$ cat config.mk
export PLATFORM = sky130hd
export DESIGN_NAME = spi_master_param
export DESIGN_NICKNAME = d
export VERILOG_FILES = /design/src/rtl/spi_master_param.sv
export SDC_FILE = /design/constraint.sdc
export NUM_CORES = 1
export LEC_CHECK = 0
export ABC_AREA = 1
export CORE_MARGIN = 2
export CORE_UTILIZATION = 30
export CTS_CLUSTER_DIAMETER = 80
export DETAILED_ROUTE_END_ITERATION = 6
export GPL_TIMING_DRIVEN = 0
export MAX_ROUTING_LAYER = met4
export PLACE_DENSITY_LB_ADDON = 0.08
export SLEW_MARGIN = 10
export SYNTH_ARGS = -nofsm -noshare
export SYNTH_HDL_FRONTEND = slang
export SYNTH_SLANG_ARGS = --single-unit
export TNS_END_PERCENT = 30
$ cat constraint.sdc
create_clock -name clk -period 2.75 [get_ports clk]
set_clock_uncertainty 0.15 [all_clocks]
set_input_delay 0.55 -clock clk [delete_from_list [all_inputs] [get_ports clk]]
set_output_delay 0.55 -clock clk [all_outputs]
set_load 0.1 [all_outputs]
$ cat src/rtl/spi_master_param.sv
// Parametrised SPI master: configurable word width, CPOL/CPHA, bit order, runtime
// baud divider and one-hot active-low slave selects. done mirrors the legacy SPIF flag.
module spi_master_param #(
    parameter  int DATA_W = 8,
    parameter  int NUM_SS = 4,
    parameter  int DIV_W  = 8,
    localparam int SS_W   = (NUM_SS > 1) ? $clog2(NUM_SS) : 1
) (
    input  logic              clk,
    input  logic              rst,
    input  logic              start,
    input  logic [DATA_W-1:0] tx_data,
    input  logic [SS_W-1:0]   ss_sel,
    input  logic              cpol,
    input  logic              cpha,
    input  logic              lsbfe,
    input  logic [DIV_W-1:0]  clk_div,
    input  logic              miso,
    output logic              sck,
    output logic              mosi,
    output logic [NUM_SS-1:0] ss_n,
    output logic              busy,
    output logic              done,
    output logic [DATA_W-1:0] rx_data
);

    localparam int              EC_W      = $clog2(2 * DATA_W + 1);
    localparam logic [EC_W-1:0] LAST_EDGE = EC_W'(2 * DATA_W - 1);

    typedef enum logic [1:0] {IDLE, SETUP, XFER, HOLD} state_e;

    state_e            state_q, state_d;
    logic [DIV_W-1:0]  timer_q, timer_d;
    logic [DIV_W-1:0]  div_q, div_d;
    logic [EC_W-1:0]   edge_cnt_q, edge_cnt_d;
    logic              cpol_q, cpol_d;
    logic              cpha_q, cpha_d;
    logic              lsbfe_q, lsbfe_d;
    logic [DATA_W-1:0] tx_sr_q, tx_sr_d;
    logic [DATA_W-1:0] rx_sr_q, rx_sr_d;
    logic [DATA_W-1:0] rx_data_q, rx_data_d;
    logic [NUM_SS-1:0] ss_n_q, ss_n_d;
    logic              sck_q, sck_d;
    logic              mosi_q, mosi_d;
    logic              busy_q, busy_d;
    logic              done_q, done_d;

    logic tick, leading, last_edge;

    function automatic logic out_bit(input logic [DATA_W-1:0] sr, input logic lsb);
        return lsb ? sr[0] : sr[DATA_W-1];
    endfunction

    function automatic logic [DATA_W-1:0] shift_out(input logic [DATA_W-1:0] sr, input logic lsb);
        return lsb ? {1'b0, sr[DATA_W-1:1]} : {sr[DATA_W-2:0], 1'b0};
    endfunction

    // LSB-first fills from the top so the first received bit lands in bit 0.
    function automatic logic [DATA_W-1:0] shift_in(input logic [DATA_W-1:0] sr, input logic lsb,
                                                   input logic b);
        return lsb ? {b, sr[DATA_W-1:1]} : {sr[DATA_W-2:0], b};
    endfunction

    function automatic logic [NUM_SS-1:0] ss_decode(input logic [SS_W-1:0] sel);
        logic [NUM_SS-1:0] v;
        v = '1;
        for (int i = 0; i < NUM_SS; i++) begin
            if (sel == SS_W'(i)) v[i] = 1'b0;
        end
        return v;
    endfunction

    // The timer reloads with clk_div and expires at zero, so H = 2^DIV_W never overflows it.
    assign tick      = (timer_q == '0);
    assign leading   = ~edge_cnt_q[0];
    assign last_edge = (edge_cnt_q == LAST_EDGE);

    always_ff @(posedge clk or negedge rst) begin
        if (!rst) state_q <= IDLE;
        else      state_q <= state_d;
    end

    always_comb begin
        state_d = state_q;
        unique case (state_q)
            IDLE:    if (start)             state_d = SETUP;
            SETUP:   if (tick)              state_d = XFER;
            XFER:    if (tick && last_edge) state_d = HOLD;
            HOLD:    if (tick)              state_d = IDLE;
            default:                        state_d = IDLE;
        endcase
    end

    always_comb begin
        timer_d    = timer_q;
        div_d      = div_q;
        edge_cnt_d = edge_cnt_q;
        cpol_d     = cpol_q;
        cpha_d     = cpha_q;
        lsbfe_d    = lsbfe_q;
        tx_sr_d    = tx_sr_q;
        rx_sr_d    = rx_sr_q;
        rx_data_d  = rx_data_q;
        ss_n_d     = ss_n_q;
        sck_d      = sck_q;
        mosi_d     = mosi_q;
        busy_d     = busy_q;
        done_d     = 1'b0;
        unique case (state_q)
            IDLE: begin
                sck_d  = cpol;
                ss_n_d = '1;
                busy_d = 1'b0;
                if (start) begin
                    cpol_d     = cpol;
                    cpha_d     = cpha;
                    lsbfe_d    = lsbfe;
                    div_d      = clk_div;
                    timer_d    = clk_div;
                    edge_cnt_d = '0;
                    rx_sr_d    = '0;
                    busy_d     = 1'b1;
                    ss_n_d     = ss_decode(ss_sel);
                    // CPHA=0 must present the first bit before the first leading edge.
                    if (!cpha) begin
                        mosi_d  = out_bit(tx_data, lsbfe);
                        tx_sr_d = shift_out(tx_data, lsbfe);
                    end else begin
                        tx_sr_d = tx_data;
                    end
                end
            end
            SETUP, XFER: begin
                if (tick) begin
                    timer_d    = div_q;
                    sck_d      = ~sck_q;
                    edge_cnt_d = edge_cnt_q + EC_W'(1);
                    if (leading != cpha_q) rx_sr_d = shift_in(rx_sr_q, lsbfe_q, miso);
                    if (cpha_q ? leading : (!leading && !last_edge)) begin
                        mosi_d  = out_bit(tx_sr_q, lsbfe_q);
                        tx_sr_d = shift_out(tx_sr_q, lsbfe_q);
                    end
                end else begin
                    timer_d = timer_q - DIV_W'(1);
                end
            end
            HOLD: begin
                if (tick) begin
                    ss_n_d    = '1;
                    busy_d    = 1'b0;
                    done_d    = 1'b1;
                    rx_data_d = rx_sr_q;
                end else begin
                    timer_d = timer_q - DIV_W'(1);
                end
            end
            default: ;
        endcase
    end

    always_ff @(posedge clk or negedge rst) begin
        if (!rst) begin
            timer_q    <= '0;
            div_q      <= '0;
            edge_cnt_q <= '0;
            cpol_q     <= 1'b0;
            cpha_q     <= 1'b0;
            lsbfe_q    <= 1'b0;
            tx_sr_q    <= '0;
            rx_sr_q    <= '0;
            rx_data_q  <= '0;
            ss_n_q     <= '1;
            sck_q      <= 1'b0;
            mosi_q     <= 1'b0;
            busy_q     <= 1'b0;
            done_q     <= 1'b0;
        end else begin
            timer_q    <= timer_d;
            div_q      <= div_d;
            edge_cnt_q <= edge_cnt_d;
            cpol_q     <= cpol_d;
            cpha_q     <= cpha_d;
            lsbfe_q    <= lsbfe_d;
            tx_sr_q    <= tx_sr_d;
            rx_sr_q    <= rx_sr_d;
            rx_data_q  <= rx_data_d;
            ss_n_q     <= ss_n_d;
            sck_q      <= sck_d;
            mosi_q     <= mosi_d;
            busy_q     <= busy_d;
            done_q     <= done_d;
        end
    end

    assign sck     = sck_q;
    assign mosi    = mosi_q;
    assign ss_n    = ss_n_q;
    assign busy    = busy_q;
    assign done    = done_q;
    assign rx_data = rx_data_q;

endmodule

==> qor.json, run 1 <==
{
  "result_of_the_run": "complete, no violations",
  "final.period_utilization_pct": 98.1,
  "cts.clk_slew.worst_paths_ns": 0.07,
  "worst_case_clock_buffer_depth": 2,
  "detail_route.wirelength_um": 8320,
  "crit_path_start_kind": "flip-flop",
  "num_vias": 2856,
  "clock_sinks": 57,
  "seq_area_um2": 1430,
  "worst_skew_pair.late_latency_ns": 0.35,
  "finalHoldViolCount": 0,
  "htreeDepth": 3,
  "pwr_density_cell_nw_per_um2": 1270,
  "crit_arrival_ns": 2.00,
  "worst_setup_path_end_kind": "primary output",
  "grt_first_pass_wirelength_um": 14100,
  "tightestPinTransition_ns": 0.988,
  "share_of_yosys_cell_area_claimed_by_the_top_area_cell_type_pct": 40.0,
  "synthesis.area_per_instance_um2": 8.00,
  "fp.dieW_um": 109,
  "cp_num_buf_inv": 1,
  "wl_per_cell_um": 13.7,
  "finalSetupViolations": 0,
  "netlist_top_cells_area": "dfrtp_1 40%, nand2_1 16%, o21ai_0 4.7%",
  "initial_core_util_pct": 30.7,
  "timing.final.max_slew_violations": 0,
  "fill_cells": 1108,
  "max_slew_margin_pct": 33.9,
  "drt_iter0_drc": 120,
  "synth_fp_nets": 446,
  "grt_start_max_net_pins": 58,
  "avgViaCountPerCell": 4.69,
  "fp-row-count": 38,
  "cts_resized": 0,
  "io_pins": 41,
  "critical_path.max_fanout": 2,
  "gp_routability_congestion": 0.765,
  "final_hold_slack_ns": 0.111,
  "layout-drive-gt1-share_pct": 15.1,
  "route.detailed.drc": 0,
  "total_power_mw": 5.24,
  "cp_data_required_time_ns": 2.05,
  "max_stage_delay_ns": 1.12,
  "drt-pass1-iter-count": 4,
  "cts_setup_buffers": 0,
  "criticalPathCategory": "reg -> out",
  "place.detailed.hpwl_um": 5920,
  "synth-seq-cells": 57,
  "place.port_buffers": 39,
  "synth.lib_cells_used.distinct": 35,
  "drtAntennaViolNets": 0,
  "timing.max_cap.violations": 0,
  "grtUsageMet3_pct": 2.39,
  "core_area_um2": 10800,
  "grt_overflow": 0,
  "clock-root-buffer": "clkbuf_8",
  "ctsHoldBuffers": 0,
  "area_of_the_multi_input_gates_um2": 1630,
  "globalRouteTotalUtil_pct": 15.9,
  "diodes": 0,
  "min_path_type": "in -> async",
  "maxClockFrequency_mhz": 371,
  "vias_in_the_first_global_route": 2769,
  "finalNetCount": 496,
  "numCtsBuffers": 9,
  "grt_antenna_before_repair": 0,
  "path_cells": "clkdlybuf4s50_1",
  "cp_top_family": "buffers and inverters",
  "seq_area_frac_synth_pct": 43.2,
  "grt_setup_unrepaired": "no",
  "area_growth_syn_to_layout_pct": 24.3,
  "m1_gr_usage_pct": 21.1,
  "ys_warn_count": 0,
  "crit_slowest_cell": "clkdlybuf4s50_1",
  "synth_area_leader_cell": "dfrtp_1",
  "grt_util_met2_pct": 23.8,
  "busiest_layer": "met2",
  "power_leakage_nw": 1.95,
  "vdd_drop_max_mv": 0.465,
  "cts_tree": "built",
  "die_h_um": 109,
  "timing.final.crit_period_ns": 2.70,
  "instance_count_of_the_mapped_netlist": 414,
  "floorplan.die_area_um2": 11900,
  "synthesis.area_um2": 3310
}
[final timing paths]
kind,from,to,slack [ns],cells after the start
max,ss_n[1],ss_n[1],0.05,1
min,rst,tx_sr_q[3],0.11,1
max reg2reg,edge_cnt_q[0],tx_sr_q[6],0.50,10
min reg2reg,rx_data[5],rx_data[5],0.33,2
max in group asynchronous,rst,timer_q[4],1.82,1
min in group clk,rx_data[5],rx_data[5],0.33,2
[power breakdown]
group	total (mW)	internal, mW	switching (mW)	leakage [nW]
sequential	1.39	1.15	0.243	0.731
combinational	2.87	0.954	1.91	1.09
clock	0.981	0.622	0.359	0.126
total	5.24	2.72	2.51	1.95
[routing by layer]
layer	vias up	routed length (um)
li1	1461	-
met1	1327	4070
met2	54	3750
met3	14	301
met4	0	197
met5	-	0
[per-stage QoR]
| step | area (um2) | util [%] | setup slack [ns] | setup TNS [ns] | instances |
|---|---|---|---|---|---|
| 4_1_cts | 4120 | 38.2 | 0.0184 | 0 | 609 |
| 3_5_place_dp | 3880 | 35.9 | 0.361 | 0 | 593 |
| 2_1_floorplan | 3310 | - | 0.805 | 0 | 414 |
| 6_report | 4120 | 38.2 | 0.0511 | 0 | 609 |
| 3_3_place_gp | 3880 | 35.9 | -1.10 | -59.81 | 593 |
| 5_1_grt | 4120 | 38.2 | 0.00549 | 0 | 609 |
[state kept, by name, indices dropped and copies added (netlist names)]
| name | cells |
|---|---|
| sck | 1 |
| edge_cnt_q | 5 |
| rx_sr_q | 8 |
| tx_sr_q | 8 |
| div_q | 8 |
| rx_data | 8 |
| timer_q | 8 |
| state_q | 2 |
| mosi | 1 |
| done | 1 |
| lsbfe_q | 1 |
| ss_n | 4 |
| busy | 1 |
| cpha_q | 1 |
[placed cells by master (no fill, tap or decap), types with 2 or more instances in the layout]
cell / n
inv_1: 35
nor2_1: 24
nor2_2: 2
buf_6: 4
o21ai_0: 31
nor2_4: 4
xor2_1: 3
clkbuf_8: 12
buf_4: 3
xnor2_1: 2
o21ai_2: 13
buf_2: 6
clkinv_2: 3
dfrtp_1: 53
nand3_1: 20
o21ai_4: 2
nand4_1: 11
clkdlybuf4s50_1: 38
nor3_1: 3
mux2_2: 6
a22oi_1: 12
ha_1: 7
dfstp_2: 4
nand2_4: 3
nand2_1: 138
a21oi_1: 14
nand2_2: 3
bufinv_16: 3
[logic make-up after synthesis]
group	after synthesis	share of synthesized area (%)
AOI/OAI and AO/OA	77	15.1
xor gates and xnor gates	5	1.32
adders and majority gates	7	2.64
buffers and inverters	50	7.63
DFF	57	43.2
muxes	6	2.04
and+or+nand+nor	212	28.1
[worst reg2reg max path: stages, from the launching register on]
cell,delay (ns)
dfrtp_1,0.46
ha_1,0.25
and3_1,0.19
ha_1,0.23
inv_1,0.08
o21ai_0,0.11
o21ai_2,0.29
nand2_4,0.10
buf_6,0.15
nand2_1,0.05
o21ai_0,0.08
[layout make-up]
cell class                      count  area share (%)
Multi-Input combinational cell    307            39.6
Clock inverter                      6            2.55
Sequential cell                    57            34.8
Tap cell                          140            4.25
Inverter                           35            3.19
Clock buffer                       10            3.34
Buffer                             15            2.95
Timing Repair Buffer               39            9.42
[cell usage after synthesis]
cell type / instances
buf_1: 1
buf_4: 2
nand2_1: 138
clkbuf_8: 2
nand3_1: 20
xor2_1: 3
o21bai_1: 1
nand4_1: 11
nor2_4: 4
o22a_1: 1
nand2_4: 3
dfstp_2: 4
nor2_2: 2
ha_1: 7
o21ai_4: 2
dfrtp_1: 53
a21oi_2: 1
o21ai_2: 13
o21a_1: 1
mux2_2: 6
nor3_1: 3
or2_2: 1
a21oi_1: 14
xnor2_1: 2
buf_2: 6
and3_1: 1
a22oi_1: 12
nor2_1: 24
o21ai_1: 1
o21ai_0: 31
and2_4: 1
buf_6: 4
nand3b_1: 1
inv_1: 35
nand2_2: 3
No activity file was read; power rests on OpenSTA's default activity.
==> inputs of run 2 (changes only) <==
Clock period 2.75 ns to 2.4 ns, I/O delays scaled along.
==> run 2 against run 1 <==
Effect of this change:
- power up 14%
- wire length up 0.29%
- first-iteration DRC count up 18%
- clock power up 14%
- non-clock buffer count up 1
- sequential power up 14%
- final area down 0.30%
- critical path type unchanged
- count of clock-buffer cells in the layout unchanged
- combinational power up 14%
- flip-flop and latch count unchanged
- global-route usage about the same
==> qor.json, run 2 (synthesized netlist as in run 1, its figures left out) <==
{
  "result_of_the_run": "complete, no violations",
  "layout-drive-gt1-share_pct": 15.3,
  "switching_share_pct": 48.2,
  "grt_antenna_before_repair": 0,
  "finalHoldViolCount": 0,
  "grt_first_pass_wirelength_um": 14100,
  "fill_cells": 1113,
  "core_area_um2": 10800,
  "gp_routability_congestion": 0.765,
  "timing.final.crit_period_ns": 2.35,
  "worst_skew_pair.late_latency_ns": 0.35,
  "finalNetCount": 497,
  "io_pins": 41,
  "grt_overflow": 0,
  "combPwrFrac_pct": 54.6,
  "detailroute.wirelength.met2_um": 3780,
  "place.port_buffers": 39,
  "final_hold_slack_ns": 0.0409,
  "finalSetupViolations": 0,
  "power_leakage_nw": 2.00,
  "cts_tree": "built",
  "cp_top_family": "buffers and inverters",
  "num_vias": 2848,
  "place.detailed.hpwl_um": 5920,
  "wl_met1_um": 4110,
  "critical_path.max_fanout": 2,
  "fp.dieW_um": 109,
  "layout.cell_area.non_filler_um2": 4110,
  "post_layout_nonfiller_instances": 610,
  "top_signal_layer_used": "met4",
  "crit_arrival_ns": 1.72,
  "tightestPinTransition_ns": 0.980,
  "pwr-share-clk_pct": 18.8,
  "crit_slowest_cell": "dlygate4sd2_1",
  "cts.clk_slew.worst_paths_ns": 0.07,
  "cellInternalPower_mw": 3.10,
  "htreeDepth": 3,
  "wl_per_cell_um": 13.7,
  "fp-row-count": 38,
  "grt_start_max_net_pins": 58,
  "initial_core_util_pct": 30.7,
  "cp_data_required_time_ns": 1.77,
  "timing.max_cap.violations": 0,
  "maxClockFrequency_mhz": 426,
  "area_growth_syn_to_layout_pct": 23.9,
  "final_cell_mix": "138 x nand2_1, 53 x dfrtp_1, 35 x inv_1",
  "numCtsBuffers": 9,
  "worst_setup_path_end_kind": "primary output",
  "min_path_type": "in -> async",
  "cp_num_buf_inv": 1,
  "placed_cell_area_um2": 3880,
  "path_cells": "dlygate4sd2_1",
  "pwr_density_cell_nw_per_um2": 1460,
  "globalRouteTotalUtil_pct": 15.9,
  "layout_commonest_cell": "nand2_1",
  "wl_met3_um": 281,
  "net-switching-power_mw": 2.88,
  "grt_setup_unrepaired": "no",
  "final.setup.worst_slack_ns": 0.0512,
  "preCtsSetupSlack_ns": 0.0809,
  "drtAntennaViolNets": 0,
  "crit_path_start_kind": "flip-flop",
  "avgViaCountPerCell": 4.67,
  "clock-root-buffer": "clkbuf_8",
  "diodes": 0,
  "p_seq_share_pct": 26.6,
  "post_layout_utilization_of_the_core_pct": 38.0,
  "worst_case_clock_buffer_depth": 2,
  "floorplan.die_area_um2": 11900,
  "timing.final.max_slew_violations": 0,
  "detail_route.wirelength_um": 8340,
  "max_stage_delay_ns": 0.85,
  "clock_sinks": 57,
  "max_slew_margin_pct": 34.9,
  "drt_iter0_drc": 142,
  "die_h_um": 109,
  "place_inst": 593,
  "criticalPathCategory": "reg -> out",
  "drt-pass1-iter-count": 4,
  "vdd_drop_max_mv": 0.518,
  "vias_in_the_first_global_route": 2767,
  "route.detailed.drc": 0,
  "final.period_utilization_pct": 97.9
}
-- run 2: repair_timing --
item                                    in CTS  in global routing
endpoints found under the setup margin      16                  1
resized for setup                           16                  0
hold buffers                                 0                  0
pin swaps                                    0                  1
buffers inserted                             0                  1
-- run 2: cell type report --
type,instances,area [um2],share of cell area [%]
Multi-Input combinational cell,307,1630,39.7
Sequential cell,57,1430,34.9
Timing Repair Buffer,40,375,9.14
Tap cell,140,175,4.27
Clock buffer,10,138,3.35
Inverter,35,131,3.20
Buffer,15,121,2.96
Clock inverter,6,105,2.56
-- run 2: through the flow --
step                setup TNS, ns  power [mW]
floorplan                       0        4.12
global placement           -75.77        4.91
detailed placement              0        4.93
CTS                             0        6.04
global route                    0        6.51
finish                          0        5.98
-- run 2: path summary, 6_finish.rpt --
check,start,endpoint,slack [ns],cells after the start
max,ss_n[1],ss_n[1],0.05,1
max reg2reg,edge_cnt_q[0],tx_sr_q[6],0.22,10
min in group clk,rx_data[5],rx_data[5],0.32,2
min,rst,tx_sr_q[3],0.04,1
max in group asynchronous,rst,timer_q[4],1.55,1
min reg2reg,rx_data[5],rx_data[5],0.32,2
-- run 2: per-layer routing --
metal,global-route usage (%),vias up
met5,-,-
met4,7.60,0
met3,2.39,11
met2,23.8,52
met1,21.1,1324
li1,-,1461
-- run 2: power groups by stage --
stage	registers (mW)	clock network, mW	logic (mW)
after global placement	1.61	0	3.31
after global routing	1.64	1.21	3.66
after CTS	1.59	1.16	3.29
after floorplan	1.98	0	2.14
after detailed placement	1.61	0	3.32
final	1.59	1.12	3.27
==> inputs of run 3 (changes only) <==
Settings changed: PLACE_DENSITY_LB_ADDON 0.08 to 0.15, TNS_END_PERCENT 30 to default.
==> run 3 against run 2 <==
Effect of this change:
- count of clock-buffer cells in the layout grew 1
- register-to-register slack worse by 0.02 ns
- utilization down 0.50 points
- clock power fell by 18%
- power is 4.2% lower
- die area unchanged
- non-clock buffer count down 1
- first-iteration DRC count shrank 24%
- flip-flop and latch count stayed put
- wire length shrank 2.7%
- sequential power about the same
- critical path type unchanged
- critical endpoint is now ss_n[2]
==> qor.json, run 3 (synthesized netlist as in run 1, its figures left out) <==
{
  "clock_sinks": 57,
  "timing.final.crit_period_ns": 2.34,
  "gp_routability_congestion": 0.823,
  "min_path_type": "in -> async",
  "layout-drive-gt1-share_pct": 14.9,
  "area_growth_syn_to_layout_pct": 22.3,
  "place.port_buffers": 39,
  "worst_case_clock_buffer_depth": 2,
  "power_leakage_nw": 1.96,
  "detail_route.wirelength_um": 8110,
  "final.period_utilization_pct": 97.7,
  "cts_tree": "built",
  "result_of_the_run": "complete, no violations",
  "htreeDepth": 3,
  "post_layout_nonfiller_instances": 609,
  "worst_skew_pair.late_latency_ns": 0.34,
  "globalRouteTotalUtil_pct": 15.1,
  "worst_setup_path_end_kind": "primary output",
  "crit_slowest_cell": "dlygate4sd2_1",
  "floorplan.die_area_um2": 11900,
  "io_pins": 41,
  "grt_overflow": 0,
  "drtAntennaViolNets": 0,
  "cp_top_family": "buffers and inverters",
  "tightestPinTransition_ns": 0.966,
  "finalSetupViolations": 0,
  "grt_antenna_before_repair": 0,
  "diodes": 0,
  "avgViaCountPerCell": 4.68,
  "clock-root-buffer": "clkbuf_8",
  "critical_path.max_fanout": 2,
  "criticalPathCategory": "reg -> out",
  "timing.final.max_slew_violations": 0,
  "cts.clk_slew.worst_paths_ns": 0.07,
  "ctsHoldBuffers": 0,
  "worstReg2RegStart": "edge_cnt_q[0]",
  "die_h_um": 109,
  "cp_data_required_time_ns": 1.77,
  "startpoint": "ss_n[2]",
  "place_inst": 593,
  "numCtsBuffers": 9,
  "final_cell_mix": "138 x nand2_1, 53 x dfrtp_1, 35 x inv_1",
  "maxClockFrequency_mhz": 427,
  "fp-row-count": 38,
  "core_area_um2": 10800,
  "vias_in_the_first_global_route": 2713,
  "finalHoldViolCount": 0,
  "crit_path_start_kind": "flip-flop",
  "wl_per_cell_um": 13.3,
  "vdd_drop_max_mv": 0.615,
  "grt_start_max_net_pins": 58,
  "fin_tns_setup_ns": 0,
  "post_layout_utilization_of_the_core_pct": 37.5,
  "finalNetCount": 496,
  "crit_arrival_ns": 1.71,
  "fp.dieW_um": 109,
  "drt-pass1-iter-count": 4,
  "cp_num_buf_inv": 1,
  "place.detailed.hpwl_um": 5880,
  "grt_first_pass_wirelength_um": 13500,
  "drt_iter0_drc": 108,
  "timing.max_cap.violations": 0,
  "layout_commonest_cell": "nand2_1",
  "grt_setup_unrepaired": "no",
  "initial_core_util_pct": 30.7,
  "max_slew_margin_pct": 35.9,
  "route.detailed.drc": 0,
  "max_stage_delay_ns": 0.85,
  "path_cells": "dlygate4sd2_1",
  "pwr_density_cell_nw_per_um2": 1410,
  "num_vias": 2851
}
==> run 3: changes by cell type in the layout (fill, tap and decap cells not counted) <==
cell	previous run	this run
clkbuf_1	0	1
buf_4	4	3
clkinv_2	3	2
clkinvlp_4	0	2
bufinv_16	3	1
==> run 3: what timing repair did <==
item                                    CTS  global route
setup buffers                             0             0
endpoints found under the hold margin     0             0
resized for setup                        16             0
endpoints found under the setup margin   16             0
==> run 3: metal layers <==
| layer | vias to the layer above | global-route usage (%) | part of all wire (%) |
|---|---|---|---|
| li1 | 1453 | - | - |
| met1 | 1338 | 20.7 | 48 |
| met2 | 49 | 22.7 | 46 |
| met3 | 11 | 2.33 | 4.1 |
| met4 | 0 | 5.40 | 1.2 |
| met5 | - | - | 0 |
==> run 3: stage by stage <==
stage | setup WS [ns] | total power [mW] | hold WS (ns) | instance area, um2
after floorplan | 0.455 | 4.12 | 0.0344 | 3310
after global placement | -1.30 | 4.87 | 0.314 | 3880
after detailed placement | 0.110 | 4.90 | 0.316 | 3880
after CTS | 0.0353 | 5.79 | 0.0959 | 4050
after global routing | 0.00863 | 6.22 | 0.131 | 4050
final | 0.0560 | 5.72 | 0.0594 | 4050
==> run 3: path summary, 6_finish.rpt <==
path	end	slack (ns)	cells past startpoint
setup / recovery	ss_n[2]	0.06	1
hold / removal	tx_sr_q[1]	0.06	1
setup reg to reg	tx_sr_q[4]	0.20	10
hold reg to reg	rx_data[1]	0.32	2
max in group asynchronous	state_q[0]	1.55	1
min in group clk	rx_data[1]	0.32	2
==> run 3: cell type report <==
cell class / instances / area, um2
Inverter: 35 / 131
Clock buffer: 11 / 141
Fill cell: 1131 / 6740
Timing Repair Buffer: 39 / 368
Sequential cell: 57 / 1430
Buffer: 15 / 121
Clock inverter: 5 / 55.1
Tap cell: 140 / 175
Multi-Input combinational cell: 307 / 1630
==> run 3: power by group <==
| part | switching [mW] | leakage [nW] | internal, mW |
|---|---|---|---|
| sequential | 0.277 | 0.731 | 1.31 |
| clock | 0.409 | 0.0953 | 0.504 |
| combinational | 2.17 | 1.13 | 1.05 |
